**src/rtl/hpdmc_busturn.sv**
```systemverilog
// ---------------------------------------------------------------------------
// hpdmc_busturn
//
// Data-path timing tracker placed directly after the SDRAM command FSM. It
// watches the READ/WRITE strobes and the one-hot bank of each command. From
// them it produces the qualifiers that gate the FSM's next commands, the DQ
// output-enable window, and the read-data capture strobe for the PHY.
//
// Parameters
//   burst_cycles : sys_clk cycles of data per READ/WRITE (1..4)
//   cnt_width    : width of every timing counter (holds 3+burst_cycles+3)
//
// Ports
//   sys_clk        : system clock, rising edge
//   sdram_rst_n    : asynchronous active-low reset
//   tim_cas        : CAS latency select, 0 = CL2, 1 = CL3
//   tim_wr         : extra write-recovery cycles before precharge (0..3)
//   read, write    : command strobes for this cycle
//   concerned_bank : one-hot bank of the current command
//   read_safe      : a READ may be issued this cycle
//   write_safe     : a WRITE may be issued this cycle
//   precharge_safe : per bank, a PRECHARGE may be issued this cycle
//   direction      : 1 = PHY drives DQ/DM (write data window)
//   direction_r    : direction delayed one cycle
//   rd_valid       : a read data beat is at the PHY capture registers
//   proto_err      : sticky protocol-violation flag (HPDMC_BUSTURN_CHECK_EN)
//
// Optional build macro: HPDMC_BUSTURN_CHECK_EN adds the proto_err output.
//
// Each timing constraint is a down-counter. A constraint is active while its
// counter is nonzero. A new command raises a counter but never lowers it, so
// a later command cannot shorten a constraint that is still pending.
// ---------------------------------------------------------------------------
module hpdmc_busturn #(
    parameter int burst_cycles = 2,
    parameter int cnt_width    = 4
) (
    input  logic       sys_clk,
    input  logic       sdram_rst_n,
    input  logic       tim_cas,
    input  logic [1:0] tim_wr,
    input  logic       read,
    input  logic       write,
    input  logic [3:0] concerned_bank,
    output logic       read_safe,
    output logic       write_safe,
    output logic [3:0] precharge_safe,
    output logic       direction,
    output logic       direction_r,
    output logic       rd_valid
`ifdef HPDMC_BUSTURN_CHECK_EN
    ,
    output logic       proto_err
`endif
);

    localparam logic [cnt_width-1:0] CNT_ZERO   = {cnt_width{1'b0}};
    localparam logic [cnt_width-1:0] CNT_ONE    = cnt_width'(1);
    localparam logic [cnt_width-1:0] BURST      = cnt_width'(burst_cycles);
    localparam logic [cnt_width-1:0] SAME_GAP   = cnt_width'(burst_cycles - 1);
    localparam logic [cnt_width-1:0] WTR_GAP    = cnt_width'(burst_cycles + 1);
    localparam logic [7:0]           BURST_MASK = 8'((1 << burst_cycles) - 1);

    // Next counter value: the natural one-cycle decrement, raised to the new
    // requirement when that is longer.
    function automatic logic [cnt_width-1:0] cnt_merge(
        input logic [cnt_width-1:0] cur,
        input logic [cnt_width-1:0] req
    );
        logic [cnt_width-1:0] dec;
        dec = (cur != CNT_ZERO) ? (cur - CNT_ONE) : CNT_ZERO;
        return (req > dec) ? req : dec;
    endfunction

    logic [cnt_width-1:0] read_cnt_r, write_cnt_r, dir_cnt_r;
    logic [cnt_width-1:0] pre_cnt_r [4];
    logic [7:0]           rd_sr_r;

    logic [cnt_width-1:0] read_cnt_s, write_cnt_s, dir_cnt_s;
    logic [cnt_width-1:0] pre_cnt_s [4];
    logic [7:0]           rd_sr_s;
    logic                 is_wr_s, is_rd_s;
    logic [cnt_width-1:0] cl_s, wr_after_rd_s, pre_after_wr_s;
    logic [7:0]           rd_mask_s;

    // Command decode and the latency values sampled at command time.
    always_comb begin
        // Write wins when both strobes are seen together.
        is_wr_s        = write;
        is_rd_s        = read & ~write;
        cl_s           = cnt_width'(2) + cnt_width'(tim_cas);
        wr_after_rd_s  = cl_s + BURST;
        pre_after_wr_s = BURST + cnt_width'(tim_wr);
        // Read data reaches the capture registers CL cycles after the
        // cycle following the command, for BURST consecutive cycles.
        if (tim_cas) begin
            rd_mask_s = BURST_MASK << 2'd3;
        end else begin
            rd_mask_s = BURST_MASK << 2'd2;
        end
    end

    // Next-state computation for every counter and the read shift register.
    always_comb begin
        read_cnt_s  = cnt_merge(read_cnt_r, CNT_ZERO);
        write_cnt_s = cnt_merge(write_cnt_r, CNT_ZERO);
        dir_cnt_s   = cnt_merge(dir_cnt_r, CNT_ZERO);
        rd_sr_s     = {1'b0, rd_sr_r[7:1]};
        if (is_wr_s) begin
            read_cnt_s  = cnt_merge(read_cnt_r, WTR_GAP);
            write_cnt_s = cnt_merge(write_cnt_r, SAME_GAP);
            dir_cnt_s   = cnt_merge(dir_cnt_r, BURST);
        end else if (is_rd_s) begin
            read_cnt_s  = cnt_merge(read_cnt_r, SAME_GAP);
            write_cnt_s = cnt_merge(write_cnt_r, wr_after_rd_s);
            rd_sr_s     = {1'b0, rd_sr_r[7:1]} | rd_mask_s;
        end else begin
            read_cnt_s  = cnt_merge(read_cnt_r, CNT_ZERO);
        end
        for (int b = 0; b < 4; b++) begin
            if (is_wr_s && concerned_bank[b]) begin
                pre_cnt_s[b] = cnt_merge(pre_cnt_r[b], pre_after_wr_s);
            end else if (is_rd_s && concerned_bank[b]) begin
                pre_cnt_s[b] = cnt_merge(pre_cnt_r[b], BURST);
            end else begin
                pre_cnt_s[b] = cnt_merge(pre_cnt_r[b], CNT_ZERO);
            end
        end
    end

    // Counter, shift-register and direction-delay state.
    always_ff @(posedge sys_clk or negedge sdram_rst_n) begin
        if (!sdram_rst_n) begin
            read_cnt_r  <= CNT_ZERO;
            write_cnt_r <= CNT_ZERO;
            dir_cnt_r   <= CNT_ZERO;
            rd_sr_r     <= 8'h00;
            direction_r <= 1'b0;
            for (int b = 0; b < 4; b++) begin
                pre_cnt_r[b] <= CNT_ZERO;
            end
        end else begin
            read_cnt_r  <= read_cnt_s;
            write_cnt_r <= write_cnt_s;
            dir_cnt_r   <= dir_cnt_s;
            rd_sr_r     <= rd_sr_s;
            direction_r <= direction;
            for (int b = 0; b < 4; b++) begin
                pre_cnt_r[b] <= pre_cnt_s[b];
            end
        end
    end

    // Qualifiers decoded straight from registered state.
    always_comb begin
        read_safe  = (read_cnt_r == CNT_ZERO);
        write_safe = (write_cnt_r == CNT_ZERO);
        direction  = (dir_cnt_r != CNT_ZERO);
        rd_valid   = rd_sr_r[0];
        for (int b = 0; b < 4; b++) begin
            precharge_safe[b] = (pre_cnt_r[b] == CNT_ZERO);
        end
    end

`ifdef HPDMC_BUSTURN_CHECK_EN
    function automatic logic is_onehot4(input logic [3:0] v);
        return (v != 4'h0) && ((v & (v - 4'h1)) == 4'h0);
    endfunction

    logic viol_s;

    // Detect any illegal command combination in the current cycle.
    always_comb begin
        viol_s = (read & ~read_safe) | (write & ~write_safe) | (read & write) |
                 ((read | write) & ~is_onehot4(concerned_bank));
    end

    // Sticky error flag, only cleared by reset.
    always_ff @(posedge sys_clk or negedge sdram_rst_n) begin
        if (!sdram_rst_n) begin
            proto_err <= 1'b0;
        end else begin
            proto_err <= proto_err | viol_s;
        end
    end
`endif

endmodule

```
**config.mk**
```make
export PLATFORM = sky130hd
export DESIGN_NAME = hpdmc_busturn
export DESIGN_NICKNAME = d
export VERILOG_FILES = /design/src/rtl/hpdmc_busturn.sv
export SDC_FILE = /design/constraint.sdc
export NUM_CORES = 1
export LEC_CHECK = 0
export ABC_CLOCK_PERIOD_IN_PS = 3000
export BUFFER_PORTS_ARGS = -buffer_cell sky130_fd_sc_hd__buf_2
export CELL_PAD_IN_SITES_DETAIL_PLACEMENT = 0
export CELL_PAD_IN_SITES_GLOBAL_PLACEMENT = 1
export CORE_MARGIN = 2
export CORE_UTILIZATION = 41
export DETAILED_ROUTE_END_ITERATION = 16
export GPL_TIMING_DRIVEN = 1
export PLACE_DENSITY_LB_ADDON = 0.1
export SLEW_MARGIN = 20
export SYNTH_ARGS = -nofsm -noshare
export SYNTH_HDL_FRONTEND = slang
export SYNTH_SLANG_ARGS = --single-unit
```
**constraint.sdc**
```tcl
create_clock -name sys_clk -period 3 [get_ports sys_clk]
set_input_delay 0.45 -clock sys_clk [delete_from_list [all_inputs] [get_ports sys_clk]]
set_output_delay 0.45 -clock sys_clk [all_outputs]
set_load 0.1 [all_outputs]
```
* Word level (Yosys, flattened, before mapping) *
Index checks and enable logic that the tools add are counted.

storage, ports and cells
  logic and storage cells = 106
  input bits = 11
  register bits = 37
  output and inout bits = 9

operators by class
  mux-type cells = 43
  magnitude comparators = 20
  bitwise logic cells = 3
  reduce and logical (&&, ||, !) cells = 21
  add/sub/neg operators = 10

operator list
  operator             number
  $mux 4               40
  $gt 1x4->1 const A   9
  $reduce_bool 4->1    7
  $sub 4x1->4 const B  7
  $gt 2x4->1 const A   6
  $logic_not 4->1      6
  $gt 3x4->1           4
  $mux 8               2
  $logic_and 1x1->1    8
  $or 7x8->8           1
  $mux 5               1
  $add 3x2->4 const B  1
  $gt 4x4->1           1
  $add 2x1->3 const A  1
  $add 2x2->3 const A  1
  $and 1x1->1          1
  $not 1->1            1

* Depth between registers and ports, before layout *
Gate-level depths: netlist (run 1).

  depth after elaboration = 6
  mapped depth = 8
  gate-level depth less buffers = 8

* Worst setup path after synthesis (run 1) *
Ideal clock, no wire load.

  path kind = reg-to-reg
  start point = reg pre_cnt_r[12] in the netlist's numbering
  end point = reg pre_cnt_r[12] in the netlist's numbering
  data arrival time = 4795 ps
  stages on the path, launching flop included = 9
  data required time = 2872 ps
  path slack = -1923 ps
  clock period less this slack = 4923 ps
  buffers on the path = 1
  library setup time = 128 ps
  path through = dfrtp_1 buf_2 nor4_1 nor2_1 ha_1 nand3_1 nand3_1 a211oi_4 mux2_1

RTL lines
  element                            line  source
  from (decl)                        76    logic [cnt_width-1:0] pre_cnt_r [4];
  from (signal, indexed assignment)  149   pre_cnt_r[b] <= pre_cnt_s[b];

==> impl_metrics.yaml, run 1 <==
layout:
  layout.cells.non_filler: 285
  antennaDiodeCount: 0
  layout.core_utilization_pct: 48.7
  mostFrequentLayoutCell: "sky130_fd_sc_hd__dfrtp_1"
  design.final.nets: 241
  area_growth_pct: 15.0
  fraction_of_final_layout_cells_with_drive_strength_greater_than_1_pct: 19.7
  mostFrequentLayoutCells: "sky130_fd_sc_hd__dfrtp_1 (34), sky130_fd_sc_hd__buf_2 (19), sky130_fd_sc_hd__nor2_1 (15), sky130_fd_sc_hd__ha_1 (13), sky130_fd_sc_hd__nand3_1 (11)"
  layout.cell_area.non_filler_mm2: 0.00230
place:
  gp_congestion: 0.824
  dpl_worst_slack_ps: 728
  io_buffers: 19
  placement.cell_area_mm2: 0.00221
  post-place-cells: 277
  place.detailed.hpwl_um: 2960
sta:
  finClkSkew_ps: 2.74
  maxSlewViolCount: 0
  unrepaired_setup_endpoints_after_global_routing: "false"
  timing_hold_violations_final: 0
  layout_worst_path_cycle_share_pct: 75.6
  timing.final.setup_violations: 0
  timing.slew.headroom_pct: 48.5
  timing.final.crit_period_ps: 2270
  tightest_slew_ps: 772
  max_freq_mhz: 441
  layout_setup_ws_ps: 732
  final.setup.tns_ps: 0
grt:
  grt_start_max_net_pins: 35
  grt_overall_usage_pct: 16.4
  number_of_antenna_violations_at_the_first_check_in_global_routing: 0
  first_global_vias: 1483
  grt_first_pass_wirelength_um: 6710
  grt_overflow: 0
synth:
  yosysSeqAreaShare_pct: 42.5
  yosys.area.top_type_share_pct: 42.5
  synth_seq_cells: 34
  post_synth.cell_area_avg_um2: 10.2
  yosys-top-cells-area: "sky130_fd_sc_hd__dfrtp_1 (43%), sky130_fd_sc_hd__ha_1 (8.1%), sky130_fd_sc_hd__mux2i_1 (4.5%)"
  ys.warnings.count: 0
  synth_area_mm2: 0.00200
  yosys.area.top_type: "sky130_fd_sc_hd__dfrtp_1"
  synthCells: 196
  post_syn_nets: 220
  synth.distinct_cells: 43
power:
  ir_worst_vdd_mv: 0.517
  leakage_nw: 1.01
  total_switching_power_mw: 1.01
  p_seq_share_pct: 33.5
  switching_share_pct: 48.2
  comb_power_share_pct: 49.9
  power_density_mw_per_mm2: 909
  p_int_mw: 1.08
  share_clk_of_total_power_pct: 16.6
floorplan:
  die_w_um: 73.9
  placementRows: 25
  dieHeight_um: 73.9
  fp.dieArea_mm2: 0.00545
  design.core.area_mm2: 0.00472
  initial_core_utilization_pct: 42.4
  design.portCount: 20
routing:
  via_count: 1501
  route.detailed.drc: 0
  drt-total-wl_um: 3990
  detail_route.iter0.violations: 38
  detail-route-antenna-nets: 0
  wl_per_cell_um: 14.0
  drt-pass1-iter-count: 4
  routed_via_density: 5.27
worst_hold_path:
  type_of_the_tightest_min_delay_check: "in2async"
clocking:
  cts_hold_buf: 0
  cts-resized-gates: 0
  cts.clk_slew.worst_paths_ps: 70
  h-tree-depth: 2
  cts_tree: "done"
  ctsRootBufferMaster: "sky130_fd_sc_hd__clkbuf_8"
  clock_sink_count: 34
  insertion_delay_ps: 280
  numCtsBuffers: 5
  cts.path.max_buffers: 2
  cts_setup_buffers: 0
worst_setup_path:
  worstReg2RegEnd: "pre_cnt_r[8]"
  worst-r2r-cell-count: 8
  crit-reg2reg-launch: "pre_cnt_r[8]"
  required_ps: 3170
  setup.worst_path.start_class: "flop"
  timing.critical_path.to_type: "flop"
  setup.reg_to_reg.worst_slack_ps: 730
  critical_path_arrival_ps: 2440
  cp_max_fo: 5
  criticalPathCategory: "reg2reg"
  critical_path.endpoint: "pre_cnt_r[8]"
  crit_start: "pre_cnt_r[8]"
run_status:
  outcome: "completed"
run:
  drv_cap: 0
==> cell families (layout without fill, tap and decap cells) <==
kind of cell	after synthesis	after routing	share of synthesized area [%]
multiplexers	12	12	6.57
buffers and inverters	14	36	2.81
flip-flops	34	34	42.5
AND/OR/NAND/NOR	70	70	18.9
adder cells (fa/ha/maj)	14	14	8.63
AO/OA/AOI/OAI	51	51	20.1
XOR/XNOR	1	1	0.438
==> metrics by stage <==
stage          power [mW]  hold slack (ps)
5_1_grt              2.24              291
4_1_cts              2.12              258
6_report             2.09              237
3_3_place_gp         1.72              339
2_1_floorplan        1.58              154
3_5_place_dp         1.76              342
==> Yosys cell counts (all sizes together) <==
| cell | n |
|---|---|
| o211ai | 1 |
| buf | 3 |
| inv | 9 |
| nand2 | 9 |
| clkbuf | 2 |
| maj3 | 1 |
| nor3 | 8 |
| a21boi | 2 |
| o21bai | 1 |
| a22oi | 2 |
| nand2b | 3 |
| and2 | 3 |
| nor2b | 5 |
| a2111oi | 2 |
| nor4 | 5 |
| nor2 | 15 |
| or4b | 2 |
| ha | 13 |
| a41o | 1 |
| or2 | 3 |
| nand3b | 2 |
| o21ai | 12 |
| o31a | 3 |
| mux2 | 3 |
| a21oi | 10 |
| and2b | 1 |
| dfrtp | 34 |
| xor2 | 1 |
| nand3 | 11 |
| mux2i | 9 |
| o21a | 8 |
| nor3b | 3 |
| o31ai | 3 |
| a21o | 1 |
| a211oi | 5 |
==> critical path, stage by stage (launching register included) <==
cell,delay (ps)
sky130_fd_sc_hd__dfrtp_1,410
sky130_fd_sc_hd__or2_4,290
sky130_fd_sc_hd__nor3b_1,190
sky130_fd_sc_hd__a21oi_1,90
sky130_fd_sc_hd__ha_1,310
sky130_fd_sc_hd__nand3_1,100
sky130_fd_sc_hd__nand3_1,120
sky130_fd_sc_hd__a211oi_4,330
sky130_fd_sc_hd__mux2_4,330
==> metal layers <==
metal / track usage (%) / share of wire, % / vias to the layer above
met5: 0 / 0 / -
met4: 7.07 / 1.9 / 0
met3: 4.39 / 3.5 / 8
met2: 26.2 / 48 / 27
met1: 20.9 / 46 / 710
li1: - / - / 756
==> registers in the layout, summed over array words and instances (netlist names) <==
name,cells
pre_cnt_r,16
rd_sr_r,5
dir_cnt_r,4
read_cnt_r,4
write_cnt_r,4
direction_r,1
==> how the worst min path moves through the flow <==
| stage | startpoint | end | slack, ps | depth (start not counted) |
|---|---|---|---|---|
| global placement | rd_sr_r[1] | rd_sr_r[0] | 340 | 0 |
| finish | sdram_rst_n | write_cnt_r[2] | 240 | 1 |
| detailed placement | rd_sr_r[2] | rd_sr_r[1] | 340 | 0 |
| CTS | sdram_rst_n | read_cnt_r[0] | 260 | 1 |
| floorplan | sdram_rst_n | dir_cnt_r[0] | 150 | 0 |
| global route | sdram_rst_n | write_cnt_r[2] | 290 | 1 |
==> cell type report <==
type	count	area, µm²
clock buffers	7	86.3
flip-flops and latches	34	851
clock inverters	1	5.00
multi-input cells	148	1150
inverters	9	33.8
well taps	67	83.8
fillers	467	2420
repair buffers	19	95.1
==> power by group through the flow <==
stage               combinational, mW  sequential (mW)  clock, mW
finish                           1.04            0.701      0.347
global route                     1.14            0.725      0.381
CTS                              1.05            0.699      0.363
detailed placement               1.05            0.707          0
global placement                 1.02            0.700          0
floorplan                       0.927            0.653          0
Note: power is estimated with default switching activity, not from simulation.
==> run 2, diff against run 1 <==
--- a/config.mk
+++ b/config.mk
@@ -5,7 +5,8 @@
 export SDC_FILE = /design/constraint.sdc
 export NUM_CORES = 1
 export LEC_CHECK = 0
-export ABC_CLOCK_PERIOD_IN_PS = 3000
+export ABC_AREA = 1
+export ABC_CLOCK_PERIOD_IN_PS = 2340
 export BUFFER_PORTS_ARGS = -buffer_cell sky130_fd_sc_hd__buf_2
 export CELL_PAD_IN_SITES_DETAIL_PLACEMENT = 0
 export CELL_PAD_IN_SITES_GLOBAL_PLACEMENT = 1
==> constraint.sdc (replaced) <==
create_clock -name sys_clk -period 2.34 [get_ports sys_clk]
set_input_delay 0.351 -clock sys_clk [delete_from_list [all_inputs] [get_ports sys_clk]]
set_output_delay 0.351 -clock sys_clk [all_outputs]
set_load 0.1 [all_outputs]
==> run 2 against run 1 <==
- sequential share of layout area decreased by 1.2 points
- first-iteration DRC count increased by 87%
- sequential power increased by 25%
- global-route usage increased by 0.20 points
- worst hold slack got worse by 110 ps
- utilization increased by 0.96 points
- die area increased by 2.5%
- cell count increased by 28%
- largest cell class unchanged
- largest power group unchanged
- highest routed layer unchanged
==> impl_metrics.yaml, run 2 <==
sta:
  finClkSkew_ps: 4.11
  tightest_slew_ps: 754
  maxSlewViolCount: 0
  layout_worst_path_cycle_share_pct: 82.0
  max_freq_mhz: 521
  timing.final.crit_period_ps: 1920
  timing.final.setup_violations: 0
  hold_ws_ps: 123
  unrepaired_setup_endpoints_after_global_routing: "false"
  timing_hold_violations_final: 0
  timing.slew.headroom_pct: 49.7
  final.setup.tns_ps: 0
power:
  switching_share_pct: 49.5
  p_seq_share_pct: 25.3
  share_clk_of_total_power_pct: 19.2
  total_switching_power_mw: 1.71
  comb_power_share_pct: 55.4
  leakage_nw: 1.32
  p_int_mw: 1.74
  power_density_mw_per_mm2: 1450
  ir_worst_vdd_mv: 0.812
floorplan:
  placementRows: 25
  dieHeight_um: 74.8
  design.portCount: 20
  initial_core_utilization_pct: 42.9
  fp.dieArea_mm2: 0.00559
  die_w_um: 74.8
  design.core.area_mm2: 0.00479
clocking:
  cts_hold_buf: 0
  cts_setup_buffers: 0
  cts.path.max_buffers: 2
  h-tree-depth: 2
  numCtsBuffers: 5
  clock_sink_count: 34
  cts-resized-gates: 0
  insertion_delay_ps: 290
  cts.clk_slew.worst_paths_ps: 70
  ctsRootBufferMaster: "sky130_fd_sc_hd__clkbuf_8"
  cts_tree: "done"
synth:
  yosys.area.top_type_share_pct: 41.4
  synth_most_common_cell: "sky130_fd_sc_hd__inv_1"
  postSynth.asyncResetShare_pct: 100
  synth.distinct_cells: 24
  most_numerous_cell_types_in_the_synthesized_netlist: "sky130_fd_sc_hd__inv_1 (55), sky130_fd_sc_hd__nand2_1 (53), sky130_fd_sc_hd__dfrtp_1 (34)"
  count_of_flip_flops_with_a_built_in_enable_after_synthesis: 0
  synthCells: 271
  ys.warnings.count: 0
  synth_area_mm2: 0.00205
  synth_seq_cells: 34
  yosys.area.top_type: "sky130_fd_sc_hd__dfrtp_1"
  yosys-top-cells-area: "sky130_fd_sc_hd__dfrtp_1 (41%), sky130_fd_sc_hd__inv_1 (10%), sky130_fd_sc_hd__nand2_1 (9.7%)"
  post_syn_nets: 295
  post_synth.cell_area_avg_um2: 7.58
  ys_dominant_reg_cell: "sky130_fd_sc_hd__dfrtp_1"
  yosysSeqAreaShare_pct: 41.4
worst_setup_path:
  setup.worst_path.start_class: "flop"
  worst_path_most_repeated_cell: "sky130_fd_sc_hd__inv_1"
  cpLargestDelayFamily: "buffers and inverters"
  required_ps: 1990
  criticalPathCategory: "reg2out"
  timing.critical_path.to_type: "output pin"
  cp_max_fo: 3
  cp.buffers_inverters: 4
  critical_path_arrival_ps: 1570
  critPathSlowestCell: "sky130_fd_sc_hd__dfrtp_1"
  critPathMaxStageDelay_ps: 380
  path_cells: "inv_1 -> nand2_1 -> nor2_1 -> inv_1 -> nor2_1 -> inv_1 -> buf_2"
grt:
  number_of_antenna_violations_at_the_first_check_in_global_routing: 0
  grt_overflow: 0
  grt_start_max_net_pins: 35
  grt_first_pass_wirelength_um: 6910
  grt_overall_usage_pct: 16.6
  first_global_vias: 1598
routing:
  routed_via_density: 4.49
  drt-total-wl_um: 3810
  route.detailed.drc: 0
  wl_per_cell_um: 10.4
  detail-route-antenna-nets: 0
  via_count: 1639
  detail_route.iter0.violations: 71
  drt-pass1-iter-count: 4
layout:
  mostFrequentLayoutCells: "sky130_fd_sc_hd__inv_1 (55), sky130_fd_sc_hd__nand2_1 (53), sky130_fd_sc_hd__dfrtp_1 (34), sky130_fd_sc_hd__nor2_1 (23), sky130_fd_sc_hd__buf_2 (19)"
  largest_registers: "pre_cnt_r (16), rd_sr_r (5)"
  fraction_of_final_layout_cells_with_drive_strength_greater_than_1_pct: 20.8
  mostFrequentLayoutCell: "sky130_fd_sc_hd__inv_1"
  antennaDiodeCount: 0
  largest_reg_flops: 16
  layout.cell_area.non_filler_mm2: 0.00238
  registers.top_by_ff_count: "pre_cnt_r"
  design.final.nets: 321
  area_growth_pct: 15.8
place:
  place.detailed.hpwl_um: 2920
  gp_congestion: 0.773
  io_buffers: 19
  placement.cell_area_mm2: 0.00224
worst_hold_path:
  type_of_the_tightest_min_delay_check: "in2async"
run_status:
  outcome: "completed"
run:
  drv_cap: 0
==> run 2: cell types whose count changed after synthesis, moves of 7 or more <==
cell,before,now
sky130_fd_sc_hd__inv_2,0,8
sky130_fd_sc_hd__nor2_2,0,13
sky130_fd_sc_hd__nor2_1,15,24
sky130_fd_sc_hd__inv_1,9,55
sky130_fd_sc_hd__nor3_1,7,0
sky130_fd_sc_hd__nand2_1,9,53
sky130_fd_sc_hd__mux2i_1,9,0
==> run 2: power groups by stage <==
stage | Clock [mW] | Combinational (mW) | Sequential, mW
2_1_floorplan | 0 | 1.53 | 0.945
3_3_place_gp | 0 | 1.92 | 0.884
3_5_place_dp | 0 | 1.91 | 0.884
4_1_cts | 0.678 | 1.93 | 0.874
5_1_grt | 0.710 | 2.19 | 0.898
6_report | 0.662 | 1.91 | 0.874
==> run 2: layer usage <==
layer	GRT usage, %	part of all wire [%]
met5	0	0
met4	4.76	1.6
met3	4.82	3.0
met2	26.3	44
met1	22.3	52
==> run 2: cell families (layout without fill, tap and decap cells) <==
family / after synthesis / after routing / synth area share (%)
adder cells (fa/ha/maj): 13 / 13 / 7.92
AND/OR/NAND/NOR: 119 / 119 / 27.2
flip-flops: 34 / 34 / 41.4
buffers and inverters: 63 / 90 / 11.5
AO/OA/AOI/OAI: 42 / 42 / 11.9
==> run 2: worst paths after layout <==
kind,slack (ps),depth (start not counted),end,start
min,120,1,read_cnt_r[2],sdram_rst_n
max,420,7,direction,dir_cnt_r[0]
max reg2reg,460,12,pre_cnt_r[10],pre_cnt_r[8]
max in group asynchronous,1740,1,pre_cnt_r[11],sdram_rst_n
min in group sys_clk,260,2,rd_sr_r[2],tim_cas
min reg2reg,350,0,rd_sr_r[1],rd_sr_r[2]
==> run 2: stage by stage <==
step	utilization (%)	setup slack [ps]	instances	total power [mW]
floorplan	-	83.2	271	2.48
global placement	46.8	461	357	2.80
detailed placement	46.8	474	357	2.80
CTS	49.7	416	365	3.48
global route	49.7	234	365	3.80
finish	49.7	420	365	3.45
==> run 2: layout make-up <==
class	count	area [µm²]
fill	475	2410
multi-input combinational	174	973
sequential	34	851
inverter	63	236
timing repair buffer	19	95.1
tap	67	83.8
clock buffer	5	68.8
clock inverter	3	68.8
